### config.mk
export PLATFORM = sky130hd
export DESIGN_NAME = slc3_mem_seq
export DESIGN_NICKNAME = d
export VERILOG_FILES = /design/src/rtl/slc3_mem_seq.sv
export SDC_FILE = /design/constraint.sdc
export NUM_CORES = 1
export LEC_CHECK = 0
export ABC_AREA = 0
export BUFFER_PORTS_ARGS = -buffer_cell sky130_fd_sc_hd__buf_2
export CAP_MARGIN = 20
export CORE_MARGIN = 8
export CORE_UTILIZATION = 44
export CTS_BUF_LIST = sky130_fd_sc_hd__clkbuf_4 sky130_fd_sc_hd__clkbuf_8
export DETAILED_ROUTE_END_ITERATION = 16
export HOLD_SLACK_MARGIN = 0.02
export PLACE_DENSITY = 0.87
export SLEW_MARGIN = 20
export SYNTH_ARGS = -nofsm -noshare
export SYNTH_HDL_FRONTEND = slang
export SYNTH_SLANG_ARGS = --single-unit
### constraint.sdc
create_clock -name Clk -period 1.6 [get_ports Clk]
set_input_delay 0.08 -clock Clk [delete_from_list [all_inputs] [get_ports Clk]]
set_output_delay 0.08 -clock Clk [all_outputs]
set_load 0.005 [all_outputs]
### src/rtl/slc3_mem_seq.sv
// rtl/slc3_mem_seq.sv - SLC-3 memory/I-O access sequencer with req/ack handshake and SRAM wait states
module slc3_mem_seq #(
    parameter int                DATA_W      = 16,
    parameter int                ADDR_W      = 16,
    parameter int                WAIT_STATES = 2,
    parameter logic [ADDR_W-1:0] IO_ADDR     = '1,
    parameter int                HEX_DIGITS  = 4
) (
    input  logic                    Clk,
    input  logic                    Reset,
    input  logic                    req,
    input  logic                    we,
    input  logic [ADDR_W-1:0]       addr,
    input  logic [DATA_W-1:0]       wdata,
    output logic [DATA_W-1:0]       rdata,
    output logic                    ack,
    output logic                    busy,
    output logic [ADDR_W-1:0]       sram_addr,
    output logic [DATA_W-1:0]       sram_wdata,
    input  logic [DATA_W-1:0]       sram_rdata,
    output logic                    sram_oe,
    output logic                    sram_we,
    input  logic [DATA_W-1:0]       switches,
    output logic [4*HEX_DIGITS-1:0] hex_out
);

    localparam int         HEX_W = 4 * HEX_DIGITS;
    localparam logic [3:0] WS    = 4'(WAIT_STATES);

    typedef enum logic [2:0] {IDLE, RD, WR, WR_HOLD, DONE} state_t;

    state_t              state, state_nxt;
    logic [3:0]          cnt, cnt_nxt;
    logic [ADDR_W-1:0]   addr_nxt;
    logic [DATA_W-1:0]   wdata_nxt;
    logic [DATA_W-1:0]   rdata_nxt;
    logic [HEX_W-1:0]    hex_nxt;
    logic                oe_nxt, we_nxt, ack_nxt;

    // Strobes and ack are computed for the next state so they come straight off flops.
    always_comb begin
        state_nxt = state;
        cnt_nxt   = cnt;
        addr_nxt  = sram_addr;
        wdata_nxt = sram_wdata;
        rdata_nxt = rdata;
        hex_nxt   = hex_out;
        oe_nxt    = 1'b0;
        we_nxt    = 1'b0;
        ack_nxt   = 1'b0;
        case (state)
            IDLE: begin
                if (req) begin
                    addr_nxt  = addr;
                    wdata_nxt = wdata;
                    cnt_nxt   = 4'd0;
                    if (addr == IO_ADDR) begin
                        state_nxt = DONE;
                        ack_nxt   = 1'b1;
                        if (we)
                            hex_nxt = wdata[HEX_W-1:0];
                        else
                            rdata_nxt = switches;
                    end else if (we) begin
                        state_nxt = WR;
                        we_nxt    = 1'b1;
                    end else begin
                        state_nxt = RD;
                        oe_nxt    = 1'b1;
                    end
                end
            end
            RD: begin
                if (cnt == WS) begin
                    rdata_nxt = sram_rdata;
                    state_nxt = DONE;
                    ack_nxt   = 1'b1;
                end else begin
                    cnt_nxt = cnt + 4'd1;
                    oe_nxt  = 1'b1;
                end
            end
            WR: begin
                if (cnt == WS) begin
                    state_nxt = WR_HOLD;
                end else begin
                    cnt_nxt = cnt + 4'd1;
                    we_nxt  = 1'b1;
                end
            end
            WR_HOLD: begin
                state_nxt = DONE;
                ack_nxt   = 1'b1;
            end
            DONE: begin
                state_nxt = IDLE;
            end
            default: begin
                state_nxt = IDLE;
            end
        endcase
    end

    always_ff @(posedge Clk) begin
        if (!Reset) begin
            state      <= IDLE;
            cnt        <= 4'd0;
            sram_addr  <= '0;
            sram_wdata <= '0;
            rdata      <= '0;
            hex_out    <= '0;
            sram_oe    <= 1'b0;
            sram_we    <= 1'b0;
            ack        <= 1'b0;
        end else begin
            state      <= state_nxt;
            cnt        <= cnt_nxt;
            sram_addr  <= addr_nxt;
            sram_wdata <= wdata_nxt;
            rdata      <= rdata_nxt;
            hex_out    <= hex_nxt;
            sram_oe    <= oe_nxt;
            sram_we    <= we_nxt;
            ack        <= ack_nxt;
        end
    end

    assign busy = (state != IDLE);

endmodule

## Word level (Yosys, flattened, before mapping)

Index checks and enable logic that the tools add are counted.

- Output and inout bits: 68
- Input port bits: 68
- Register bits after elaboration: 74
- Word-level logic and storage cells: 58

- Reductions and logical operators: 10
- Mux-type cells: 27
- Equality and inequality tests: 11
- $add $sub $neg: 1

Operators by type and width:

| cell | count |
|---|---|
| 16-bit two-way mux | 4 |
| 16-bit one-hot mux with 2 select lines | 1 |
| 16-bit equality test (second input constant) | 1 |
| 3-bit two-way mux | 4 |
| 2-bit != test (second input constant) | 6 |
| 3-bit one-hot mux with 4 select lines | 1 |
| 1-bit two-way mux | 10 |
| 4-bit two-way mux | 2 |
| 4-bit one-hot mux with 2 select lines | 1 |
| 3-bit by 2-bit equality test with 1-bit output (second input constant) | 2 |
| 3-bit AND reduction | 2 |
| 5-bit AND reduction | 1 |
| 4-bit by 1-bit adder with 4-bit output (second input constant) | 1 |
| 4-bit by 2-bit equality test with 1-bit output (second input constant) | 1 |
| 1-bit one-hot mux with 2 select lines | 2 |
| 4-bit AND reduction | 1 |
| 2-bit nonzero test | 2 |
| 3-bit by 1-bit equality test with 1-bit output (second input constant) | 1 |
| 3-bit zero test | 1 |
| 1-bit one-hot mux with 3 select lines | 1 |
| 3-bit nonzero test | 1 |
| 2-bit two-way mux | 1 |
| 2-bit AND reduction | 1 |
| 2-bit OR reduction | 1 |

## Depth between registers and ports, before layout

Gate-level depths: netlist (run 1).

- Depth in word-level cells: 4
- Gate-level depth with buffers: 7
- Depth with buffers taken out: 6

## Worst setup path before layout (run 1)

Ideal clock, no wire load.

- Path type: register -> register
- From: reg cnt[0]
- To: reg state[1]
- Buffers on the path: 1
- Required time: 1.497 ns
- Period minus slack after synthesis: 1.691 ns
- Stages on the path, launching flop included: 8
- Path slack: -0.091 ns
- Library setup time: 0.103 ns
- Arrival: 1.587 ns
- Path through: dfxtp_1 > inv_1 > ha_1 > or3b_1 > clkbuf_1 > a21oi_1 > o211ai_1 > a2111oi_2

- Cells in the longest elaborated chain, start to end: 3
- Elaborated cells on any way between the ends: 4
- Those cells by class: eq/ne: 3; reduce/logical: 1

RTL lines:

| element | RTL line | source |
|---|---|---|
| from (decl) | 33 | `logic [3:0] cnt, cnt_nxt;` |
| from (signal assigned) | 117 | `cnt <= cnt_nxt;` |
| 4-bit by 2-bit equality test with 1-bit output * | 74, 84 |  |
| 2-bit != test (no source line) | -- |  |
| 3-bit AND reduction (no source line) * | -- |  |
| to (signal assigned) | 116 | `state <= state_nxt;` |
| to (decl) | 32 | `state_t state, state_nxt;` |

Every way passes the cells marked *; elsewhere a longest branch is shown, timed or not.
A chain may end at the register's enable or synchronous reset.

## Final worst setup path (run 1)

- From: reg cnt[0]
- To: reg state[0]

The elaborated chain is that of the path after synthesis.

==> results by stage, run 1 <==
Clock tree:
- The longest clock path from root to sink contains 2 buffers.
- The library cell used as clock root buffer is sky130_fd_sc_hd__clkbuf_8.
- After clock tree synthesis, the clock-pin slew on the worst setup and hold paths is 0.08 ns.
- The number of H-tree branching levels is 3.
- The later pin in the worst-skew pair is clocked with a latency of 0.33 ns.
- TritonCTS built the clock tree.
- Counting every sink on the clock net gives 74.
- The clock buffer count from CTS is 9.

STA:
- Final hold analysis gives a worst-case slack of 0.0258 ns.
- At the pin with the least slew margin, the transition time is 0.360 ns.
- The setup TNS after final layout is -0.209 ns.
- In the finished design, the share of the clock period the worst path needs comes to 104%.
- After layout, the worst setup slack is -0.0621 ns.
- The total of endpoints with negative setup slack in the final report is 10.
- Setup repair after global routing could not meet its margin everywhere.
- Headroom to the max-slew limit came out at 75.4%.
- The final-report max-slew violation count came to 0.
- The highest attainable clock frequency is 0.602 GHz.
- On the final layout, the worst clock skew is 0.0116 ns.
- The number of hold-slack violations in the final timing report was 0.
- The minimum clock period is 1.66 ns.

Worst setup path:
- The delay of the slowest cell on the worst path is 0.40 ns.
- In this run the critical register-to-register path is launched from cnt[0].
- The cell that appears most often on the critical path is sky130_fd_sc_hd__buf_4.
- The nature of the critical path endpoint is a flip-flop.
- Traced cell by cell, the critical path runs through inv_2 -> ha_4 -> or3b_4 -> buf_4 -> buf_4 -> a32oi_1 -> a21oi_1.
- The number of buffer and inverter instances along the worst setup path is 3.
- The cell type of the slowest stage on the worst timing path is sky130_fd_sc_hd__or3b_4.
- Among cell families on the critical path, the largest total delay comes from simple AND/OR/NAND/NOR gates.
- The launching element type of the critical path is a flip-flop.
- In this run the worst setup path begins at cnt[0].
- The worst setup path is of the flip-flop to flip-flop kind.
- In this run the register-to-register setup slack is -0.06 ns.
- Of all nets on the critical path, the largest fanout is 4.
- The endpoint required time on the critical path is 1.80 ns.
- The worst register-to-register path ends at state[0].
- For the worst setup path, the data arrival time is 1.87 ns.
- The number of cells on the worst reg-to-reg path is 7.

Synth:
- Ranked by total cell area, the synthesized netlist is headed by sky130_fd_sc_hd__dfxtp_1 (47%), sky130_fd_sc_hd__a21oi_1 (11%), sky130_fd_sc_hd__nand2_1 (7.9%).
- Yosys mapped a number of flops with a built-in enable equal to 0.
- After synthesis, the share of flip-flops with an asynchronous set or reset is 0%.
- The mapped netlist covers 3140 um^2.
- Each instance of the synthesized netlist takes up on average 8.76 um^2.
- Of all cell types, the one taking the most synthesized area is sky130_fd_sc_hd__dfxtp_1.
- The top flip-flop cell by instance count after synthesis is sky130_fd_sc_hd__dfxtp_1.
- The share of Yosys cell area claimed by the top area cell type is 47.1%.
- Synthesis produced a netlist whose cell count is 359.
- The library cell with the highest instance count after synthesis is sky130_fd_sc_hd__dfxtp_1.
- The total number of yosys warnings is 0.
- The post-synthesis net count is 429.
- The netlist uses 40 different library cells.
- Sequential cells were found to cover 47.1% of the synthesized design area.
- Ranked by instance count, the synthesized netlist is headed by sky130_fd_sc_hd__dfxtp_1 (74), sky130_fd_sc_hd__a21oi_1 (69), sky130_fd_sc_hd__nand2_1 (66), sky130_fd_sc_hd__clkbuf_1 (19), sky130_fd_sc_hd__nand3_1 (18).
- The number of register bits inferred by synthesis is 74.

Die:
- The total I/O pin count is 136.
- The initial core utilization is 44.3%.
- In this run the vertical extent of the chip is 101 um.
- The row count is 31.
- The horizontal die dimension is 101 um.
- The die covers 10100 um^2.
- The core area is 7100 um^2.

Finish:
- For this run, the post-layout net count is 605.
- The final standard cell area without fillers is 4790 um^2.
- The final non-filler cell total is 639.
- The area growth from synthesis to layout is 52.4%.
- Measured on the finished design, the core utilization comes to 67.5%.
- The proportion of layout cells with a drive suffix above 1 is 41.7%.
- The repair_antennas step left the layout with diodes totalling 0.

Detailed routing:
- The count of vias placed by the detailed router is 3361.
- The first-iteration detailed-routing DRC count is 113.
- The average routed wire per standard cell is 16.0 um.
- After detailed routing, the number of remaining DRC violations is 0.
- The first detailed-routing pass ran for 4 iterations.
- The number of antenna-violating nets in the routed design is 0.
- The aggregate routed wire length is 10200 um.
- In the routed layout, each cell is associated on average with a via count of 5.26.

Placement:
- After detailed placement, the total cell area comes to 4010 um^2.
- The number of cells after detailed placement is 586.
- Detailed placement finished with a half-perimeter wire length of 6780 um.
- The quantity of I/O buffers inserted on ports is 135.
- The weighted congestion at the end of routability-driven global placement is 0.857.

Min path:
- The worst hold path terminates at sram_addr[5].
- The worst hold path begins at addr[5].
- Counting instances, the worst hold path has a depth of 3.
- The worst min-delay path class is primary input to flip-flop.

Run status:
- The final reports fail on setup timing.
- The run finished, with violations left.

Pwr:
- The worst-case IR drop observed on VDD is 453 uV.
- Dividing total power by cell area gives a power density of 1010 nW/um^2.
- The analysis attributes to cell leakage a power of 2.06 nW.

Global route:
- Global routing used 18.6% of the available tracks.
- The first global-routing pass estimated 15500 um of wire.
- The remaining global-route overflow is 0.
- The number of antenna violations at the first check in global routing is 0.
- The largest net degree at the start of global routing is 34.
- The via count of the first global-routing pass is 3310.

Run:
- Across the run, the number of max-cap violations was 0.
through the flow:
step	power, mW	setup WS [ns]
floorplan	2.71	-0.00857
global placement	3.11	0.0145
detailed placement	3.15	-0.0606
CTS	4.66	-0.0274
global route	5.07	-0.131
finish	4.83	-0.0621
where the power goes:
part	internal, mW	switching (mW)
logic	0.610	0.705
registers	1.98	0.0829
clock network	0.731	0.726
total	3.32	1.51
cell type report:
| cell class | instances | area (um^2) |
|---|---|---|
| repair buffers | 199 | 1310 |
| well taps | 99 | 124 |
| inverters | 5 | 18.8 |
| fillers | 563 | 2310 |
| multi-input cells | 246 | 1650 |
| flip-flops and latches | 74 | 1490 |
| clock inverters | 7 | 78.8 |
| clock buffers | 9 | 124 |
worst max path at each step:
| stage | end | slack (ns) | depth (start not counted) |
|---|---|---|---|
| after global routing | state[1] | -0.13 | 6 |
| after floorplan | state[1] | -0.009 | 7 |
| final | state[0] | -0.06 | 7 |
| after global placement | hex_out[12] | 0.01 | 6 |
| after detailed placement | state[1] | -0.06 | 6 |
| after CTS | state[1] | -0.03 | 6 |
kinds of logic after synthesis:
kind of cell / synth area share (%)
AOI/OAI and AO/OA: 21.7
adders and majority gates: 0.796
muxes: 5.41
buffers and inverters: 6.29
xor gates and xnor gates: 0.279
DFF: 47.1
and+or+nand+nor: 18.4
timing repair:
action                                  4_1_cts  5_1_grt
endpoints found under the setup margin       15       46
gates resized for setup                       2       36
gates cloned                                  0        3
pin swaps                                     0       13
hold endpoints to repair                     45        0
setup buffers                                 0        3
hold buffers                                 31        0
worst reg2reg max path, cell delays in order, from the launching register on:
cell	delay, ns
sky130_fd_sc_hd__dfxtp_2	0.33
sky130_fd_sc_hd__inv_2	0.06
sky130_fd_sc_hd__ha_4	0.12
sky130_fd_sc_hd__or3b_4	0.40
sky130_fd_sc_hd__buf_4	0.16
sky130_fd_sc_hd__buf_4	0.13
sky130_fd_sc_hd__a32oi_1	0.26
sky130_fd_sc_hd__a21oi_1	0.10
routing by layer:
layer / up-vias / routed length [um] / global-route usage, %
li1: 1640 / - / -
met5: - / 0 / 0
met2: 125 / 5360 / 33.6
met4: 0 / 125 / 5.23
met3: 10 / 817 / 5.94
met1: 1586 / 3920 / 20.3
state kept, by name, indices dropped and copies added (netlist names):
register and cells:
sram_we 1, cnt 4, rdata 16, sram_addr 16, state 3, sram_wdata 16, sram_oe 1, ack 1
hex_out 16
cell usage in the layout (no fill, tap or decap), types with 2 or more instances in the layout:
master and count:
sky130_fd_sc_hd__clkbuf_8 9, sky130_fd_sc_hd__nand3_1 18, sky130_fd_sc_hd__buf_6 3, sky130_fd_sc_hd__nor2_1 5, sky130_fd_sc_hd__dfxtp_1 71, sky130_fd_sc_hd__a311oi_1 7, sky130_fd_sc_hd__nand2_1 66, sky130_fd_sc_hd__inv_2 2
sky130_fd_sc_hd__or3_1 3, sky130_fd_sc_hd__dfxtp_2 2, sky130_fd_sc_hd__a311oi_2 9, sky130_fd_sc_hd__clkbuf_16 2, sky130_fd_sc_hd__clkinvlp_4 3, sky130_fd_sc_hd__or4_1 2, sky130_fd_sc_hd__o21ai_0 9, sky130_fd_sc_hd__dlygate4sd3_1 31
sky130_fd_sc_hd__nor4b_1 2, sky130_fd_sc_hd__mux2i_1 17, sky130_fd_sc_hd__o21ai_1 9, sky130_fd_sc_hd__nand4_1 2, sky130_fd_sc_hd__a32oi_1 2, sky130_fd_sc_hd__a21oi_4 6, sky130_fd_sc_hd__nor3_1 3, sky130_fd_sc_hd__buf_12 2
sky130_fd_sc_hd__inv_1 3, sky130_fd_sc_hd__clkinv_4 2, sky130_fd_sc_hd__a21oi_2 10, sky130_fd_sc_hd__buf_2 135, sky130_fd_sc_hd__a21oi_1 53, sky130_fd_sc_hd__buf_4 26
Power figures use the tool's default switching activity.
==> inputs of run 2 (changes only) <==
--- a/config.mk
+++ b/config.mk
@@ -9,11 +9,11 @@
 export BUFFER_PORTS_ARGS = -buffer_cell sky130_fd_sc_hd__buf_2
 export CAP_MARGIN = 20
 export CORE_MARGIN = 8
-export CORE_UTILIZATION = 44
+export CORE_UTILIZATION = 53
 export CTS_BUF_LIST = sky130_fd_sc_hd__clkbuf_4 sky130_fd_sc_hd__clkbuf_8
 export DETAILED_ROUTE_END_ITERATION = 16
 export HOLD_SLACK_MARGIN = 0.02
-export PLACE_DENSITY = 0.87
+export PLACE_DENSITY = 0.95
 export SLEW_MARGIN = 20
 export SYNTH_ARGS = -nofsm -noshare
 export SYNTH_HDL_FRONTEND = slang
==> constraint.sdc (replaced) <==
create_clock -name Clk -period 2.1 [get_ports Clk]
set_input_delay 0.105 -clock Clk [delete_from_list [all_inputs] [get_ports Clk]]
set_output_delay 0.105 -clock Clk [all_outputs]
set_load 0.005 [all_outputs]
==> run 2 against run 1 <==
  * The run now ends clean
  * Final cell count down 10%
  * Routed wire length shrank 8.3%
  * Maximum frequency is 16% lower
  * Sequential power fell by 24%
  * Critical path type unchanged
  * Largest cell class is now flip-flops and latches
==> results by stage, run 2 (synthesis results as in run 1) <==
Pwr:
- The analysis attributes to cell leakage a power of 1.82 nW.
- In this run the power density over the cells is 814 nW/um^2.
- The design internal power is 2.38 mW.
- In this run, flip-flops and latches consume 46.5% of the power.
- The logic gate share of total power is 21.8%.
- The final total power is 3.38 mW.
- The power spent charging and discharging nets is 0.994 mW.
- The portion of total power attributed to the clock network is 31.6%.
- The worst voltage drop across the vdd grid is 444 uV.
- The switching share of power is 29.4%.

Worst setup path:
- STA classifies the critical path endpoint as a flip-flop.
- STA classifies the critical path startpoint as a flip-flop.
- By startpoint and endpoint, the worst setup path is classified as flip-flop to flip-flop.
- Data arrives at the worst endpoint at 2.20 ns.
- The setup check on the worst reg-to-reg path leaves a slack of 0.12 ns.
- Data on the critical path is required at its endpoint by 2.33 ns.
- Of all nets on the critical path, the largest fanout is 7.

Placement:
- The final HPWL from detailed placement is 6650 um.
- The quantity of I/O buffers inserted on ports is 135.
- At the end of routability-driven placement, the weighted congestion stood at 0.810.
- OpenSTA, run right after detailed placement, puts the worst setup slack at -0.0293 ns.

Clock tree:
- The clock buffer count from CTS is 9.
- The clock transition time at the flip-flop clock pins of the worst setup and hold paths is 0.08 ns.
- TritonCTS built the clock tree.
- The tree is rooted in a sky130_fd_sc_hd__clkbuf_8.
- For the worst-skew pair, the clock arrives at the later sink with an insertion delay of 0.34 ns.
- The clock net sink count is 74.
- No sink is reached through more buffers than the 2 on the longest clock path.
- The number of setup buffers added after CTS is 0.
- The number of H-tree branching levels is 3.

STA:
- Setup repair after global routing left no endpoint under its margin.
- Static timing analysis puts the maximum clock frequency at 0.506 GHz.
- The setup TNS after final layout is 0 ns.
- The number of hold-slack violations in the final timing report is 0.
- The final-report max-slew violation count is 0.
- Headroom to the max-slew limit came out at 63.7%.
- The total of endpoints with negative setup slack in the final report is 0.
- The transition at the pin with the smallest max-transition slack is 0.545 ns.
- The worst clock skew is 0.0144 ns.
- Setup slack on the critical path of the routed design comes to 0.122 ns.
- The minimum clock period is 1.98 ns.
- Of the available clock period, the critical path in the final layout requires 94.2%.

Die:
- The die is 93.0 um tall.
- The initial utilization of the core area, before any placement, comes to 54.1%.
- The core area is 5820 um^2.
- The die footprint is 8650 um^2.
- The row count is 28.
- The total I/O pin count is 136.
- The horizontal die dimension is 93.0 um.

Detailed routing:
- The count of nets left with antenna violations once routing finished came out at 0.
- For this run, design rule violations remaining after detail routing come to 0.
- In the routed layout, each cell is associated on average with a via count of 5.60.
- In the final routed layout, each cell accounts on average for 16.3 um.
- The number of optimization iterations in the first detailed-route pass is 6.
- Across all layers, the routed design uses 3221 vias.
- The routed design has 9370 um of wire.
- After the first detailed-routing iteration, the DRC count stood at 168.

Global route:
- The first global-routing pass estimated 14800 um of wire.
- Global routing used 20.8% of the available tracks.
- For this run the aggregate overflow at the end of global routing stands at 0.
- The number of antenna violations at the first check in global routing is 0.
- The largest net degree at the start of global routing is 40.
- The via count of the first global-routing pass was 3141.

Finish:
- The post-route netlist has 34.4% of its cells at a drive strength greater than 1.
- The most common cell after layout, fill and taps aside is sky130_fd_sc_hd__buf_2.
- In the layout the commonest cells are sky130_fd_sc_hd__buf_2 (135), sky130_fd_sc_hd__dfxtp_1 (74), sky130_fd_sc_hd__a21oi_1 (69).
- The area growth from synthesis to layout is 32.1%.
- The layout net count is 566.
- The repair_antennas step left the layout with diodes totalling 0.

Run:
- The max capacitance violation total is 0.

Min path:
- The worst hold path belongs to the class primary input to flip-flop.

Run status:
- The flow ran to the end, and the final reports show no timing, DRC or antenna violations.
-- run 2: cell count changes in the layout (fill, tap and decap cells not counted), sizes merged --
cell	before	now
buf	166	147
clkinvlp	3	2
clkbuf	11	10
inv	6	5
dlygate4sd3	31	13
-- run 2: path summary, 6_finish.rpt --
check               start              to  depth (start not counted)
min             wdata[14]  sram_wdata[14]                          3
max                cnt[0]        state[1]                          6
min reg2reg  sram_addr[9]    sram_addr[9]                          2
max reg2reg        cnt[0]        state[1]                          6
-- run 2: critical path, stage by stage (launching register included) --
cell                        delay [ns]
sky130_fd_sc_hd__dfxtp_1          0.35
sky130_fd_sc_hd__inv_1            0.07
sky130_fd_sc_hd__ha_1             0.16
sky130_fd_sc_hd__or3b_1           0.48
sky130_fd_sc_hd__a21oi_1          0.31
sky130_fd_sc_hd__o211ai_1         0.15
sky130_fd_sc_hd__a2111oi_2        0.36
-- run 2: layout make-up --
type | count | area, um^2
Sequential cell | 74 | 1480
Clock buffer | 10 | 138
Multi-Input combinational cell | 246 | 1470
Tap cell | 75 | 93.8
Clock inverter | 5 | 55.1
Timing Repair Buffer | 160 | 896
Fill cell | 453 | 1660
Inverter | 5 | 18.8
-- run 2: per-stage QoR --
stage,hold slack (ns),area (um^2),std cells,utilization [%]
5_1_grt,0.0249,4150,575,71.4
4_1_cts,0.0208,4150,575,71.3
2_1_floorplan,0.241,3140,359,-
3_5_place_dp,0.362,3820,547,65.8
6_report,0.0191,4150,575,71.4
3_3_place_gp,0.356,3820,547,65.8
-- run 2: routing by layer --
| metal | part of all wire, % | global-route usage [%] | wire length [um] | up-vias |
|---|---|---|---|---|
| li1 | - | - | - | 1556 |
| met1 | 38 | 22.9 | 3560 | 1500 |
| met2 | 52 | 37.9 | 4910 | 149 |
| met3 | 7.7 | 5.05 | 721 | 16 |
| met4 | 1.9 | 7.25 | 182 | 0 |
| met5 | 0 | 0 | 0 | - |
-- run 2: power groups by stage --
stage | registers (mW) | clock network [mW] | logic, mW
2_1_floorplan | 1.60 | 0 | 0.458
3_3_place_gp | 1.59 | 0 | 0.680
3_5_place_dp | 1.60 | 0 | 0.710
4_1_cts | 1.57 | 1.08 | 0.734
5_1_grt | 1.58 | 1.14 | 0.811
6_report | 1.57 | 1.07 | 0.738
-- run 2: what timing repair did --
item,4_1_cts,5_1_grt
hold buffers,13,0
setup endpoints to repair,7,3
gates resized for setup,1,1
endpoints found under the hold margin,13,0
==> inputs of run 3 (changes only) <==
--- a/config.mk
+++ b/config.mk
@@ -13,6 +13,7 @@
 export CTS_BUF_LIST = sky130_fd_sc_hd__clkbuf_4 sky130_fd_sc_hd__clkbuf_8
 export DETAILED_ROUTE_END_ITERATION = 16
 export HOLD_SLACK_MARGIN = 0.02
+export MAX_ROUTING_LAYER = met4
 export PLACE_DENSITY = 0.95
 export SLEW_MARGIN = 20
 export SYNTH_ARGS = -nofsm -noshare
==> run 3 against run 2 <==
  * Sequential power is essentially flat
  * Largest cell class unchanged
  * Non-clock buffer count is the same
  * Die area is the same
  * Utilization is the same
  * Highest routed layer unchanged
  * Clock skew shrank 0.0024 ns
==> results by stage, run 3 (synthesis results as in run 1) <==
Run status:
- The flow ran to the end, and the final reports show no timing, DRC or antenna violations.

Detailed routing:
- The number of optimization iterations in the first detailed-route pass is 4.
- The count of vias placed by the detailed router is 3235.
- For this block, the routed nets add up to 9360 um of wire.
- After detailed routing, the average wire length per cell comes to 16.3 um.
- The number of DRC violations after detailed routing is 0.
- The detail route stage leaves a number of antenna-violating nets equal to 0.
- The ratio of routed vias to standard cells is 5.63.
- After the first detailed-routing iteration, the DRC count stood at 177.

Finish:
- The final standard cell utilization of the core is 71.4%.
- Leaving out filler cells and counting taps, the final layout contains 575.
- Counting the fill cells in the layout gives 453.
- The top cell types in the final layout, fill and taps aside, are sky130_fd_sc_hd__buf_2 (135), sky130_fd_sc_hd__dfxtp_1 (74), sky130_fd_sc_hd__a21oi_1 (69).
- The library cell used most frequently in the layout, excluding fill and tap cells, is sky130_fd_sc_hd__buf_2.
- The area growth from synthesis to layout is 32.1%.
- Cells with a size suffix above 1 make up 34.4% of the layout.
- The final standard cell area without fillers is 4150 um^2.
- The number of antenna diodes in the final layout is 0.
- The layout net count is 566.

Min path:
- The startpoint identified for the worst hold timing path is wdata[14].
- The worst min-delay path class is primary input to flip-flop.
- The worst hold path cell count is 3.
- The end point of the worst hold path is sram_wdata[14].

Die:
- The die footprint is 8650 um^2.
- During I/O placement, the number of pins put on the boundary was 136.
- From bottom edge to top edge, the die measures 93.0 um.
- The core area is 5820 um^2.
- The horizontal die dimension is 93.0 um.
- For this configuration, the core starts out at a cell density of 54.1%.
- The row count is 28.

Placement:
- The worst slack at placement is -0.0293 ns.
- The HPWL after detailed placement is 6650 um.
- The count of buffers added on input and output ports is 135.
- The weighted congestion at the end of routability-driven global placement is 0.822.
- After detailed placement, the total cell area comes to 3820 um^2.
- The number of cells after detailed placement is 547.

Worst setup path:
- The launching element type of the critical path is a flip-flop.
- The setup check on the worst reg-to-reg path leaves a slack of 0.12 ns.
- STA classifies the critical path endpoint as a flip-flop.
- The worst flop-to-flop path endpoint is state[1].
- The worst register-to-register path begins at cnt[0].
- STA puts the critical path data required time at 2.33 ns.
- The setup path with the least slack is of type flip-flop to flip-flop.
- The maximum net fanout on the critical path is 7.
- Data arrives at the worst endpoint at 2.21 ns.
- The number of cells on the worst reg-to-reg path is 6.

STA:
- For the pin with the worst max-slew slack, the measured transition is 0.543 ns.
- The final critical-path setup slack is 0.119 ns.
- The final-report max-slew violation count is 0.
- The total of endpoints with negative setup slack in the final report is 0.
- Across the routed clock network, the largest skew measured is 0.0120 ns.
- For this run, the top clock speed supported by timing is 0.505 GHz.
- Setup repair after global routing left no endpoint under its margin.
- After routing, the total negative slack on setup checks comes to 0 ns.
- In the finished design, the share of the clock period the worst path needs comes to 94.4%.
- The worst-case headroom to the max-slew limit is 63.8%.
- Subtracting the final worst setup slack from the clock period gives 1.98 ns.
- The number of hold-slack violations in the final timing report is 0.
- On the final layout, the worst hold slack is 0.0218 ns.

Clock tree:
- The CTS tree is done.
- Post-CTS timing repair inserted 0 buffers for setup.
- The tree is rooted in a sky130_fd_sc_hd__clkbuf_8.
- The clock net sink count is 74.
- The number of buffers on the longest clock path is 2.
- The H-tree was split into 3 levels.
- The insertion delay to the later sink of the worst-skew pair is 0.34 ns.
- The number of clock buffers added by TritonCTS is 9.
- Clock-pin slew was measured on the worst setup and hold paths at 0.08 ns.

Run:
- The max capacitance violation total is 0.

Pwr:
- The leakage component of the power is 1.82 nW.
- The worst voltage drop across the vdd grid is 445 uV.
- The cell area power density is 813 nW/um^2.
- After layout, the design draws a total of 3.38 mW.

Global route:
- The via count of the first global-routing pass was 3158.
- The number of antenna violations at the first check in global routing is 0.
- The global-route wire length before repair is 14800 um.
- The remaining global-route overflow is 0.
- Entering global routing, the biggest net connects 40 pins.
- The overall routing resource usage is 21.4%.
==> run 3: cell counts in the layout (fill, tap and decap cells not counted) <==
No cell type changed its count.
==> run 3: routing by layer <==
| layer | global-route usage [%] | wire length, um |
|---|---|---|
| met1 | 23.7 | 3710 |
| met3 | 4.09 | 562 |
| met4 | 7.25 | 174 |
| met2 | 37.8 | 4910 |
| met5 | - | 0 |
==> run 3: worst max-delay path, stage by stage, from the launching register on <==
cell	delay (ns)
sky130_fd_sc_hd__dfxtp_1	0.35
sky130_fd_sc_hd__inv_1	0.07
sky130_fd_sc_hd__ha_1	0.16
sky130_fd_sc_hd__or3b_1	0.47
sky130_fd_sc_hd__a21oi_1	0.32
sky130_fd_sc_hd__o211ai_1	0.15
sky130_fd_sc_hd__a2111oi_2	0.36
==> run 3: where the power goes <==
| group | total (mW) | leakage [nW] | switching [mW] | internal (mW) |
|---|---|---|---|---|
| Combinational | 0.739 | 1.13 | 0.431 | 0.307 |
| Sequential | 1.57 | 0.603 | 0.0644 | 1.51 |
| Clock | 1.07 | 0.0941 | 0.497 | 0.570 |
| Total | 3.38 | 1.82 | 0.993 | 2.38 |
==> run 3: worst max path at each step <==
stage               depth (start not counted)      from  endpoint
finish                                      6    cnt[0]  state[1]
global route                                6    cnt[0]  state[1]
CTS                                         6  addr[11]  state[0]
detailed placement                          6    cnt[0]  rdata[8]
global placement                            6    cnt[0]  rdata[3]
floorplan                                   7    cnt[0]  state[1]
==> run 3: timing repair <==
item	CTS	global route
setup endpoints to repair	7	3
hold endpoints to repair	13	0
hold buffers	13	0
resized for setup	1	1
pin swaps	0	0
cloned	0	0
==> run 3: area by class of cell <==
type	instances	area [um^2]	share of cell area, %
Sequential cell	74	1480	35.7
Tap cell	75	93.8	2.26
Inverter	5	18.8	0.452
Multi-Input combinational cell	246	1470	35.4
Clock buffer	10	138	3.31
Timing Repair Buffer	160	896	21.6
Clock inverter	5	55.1	1.33
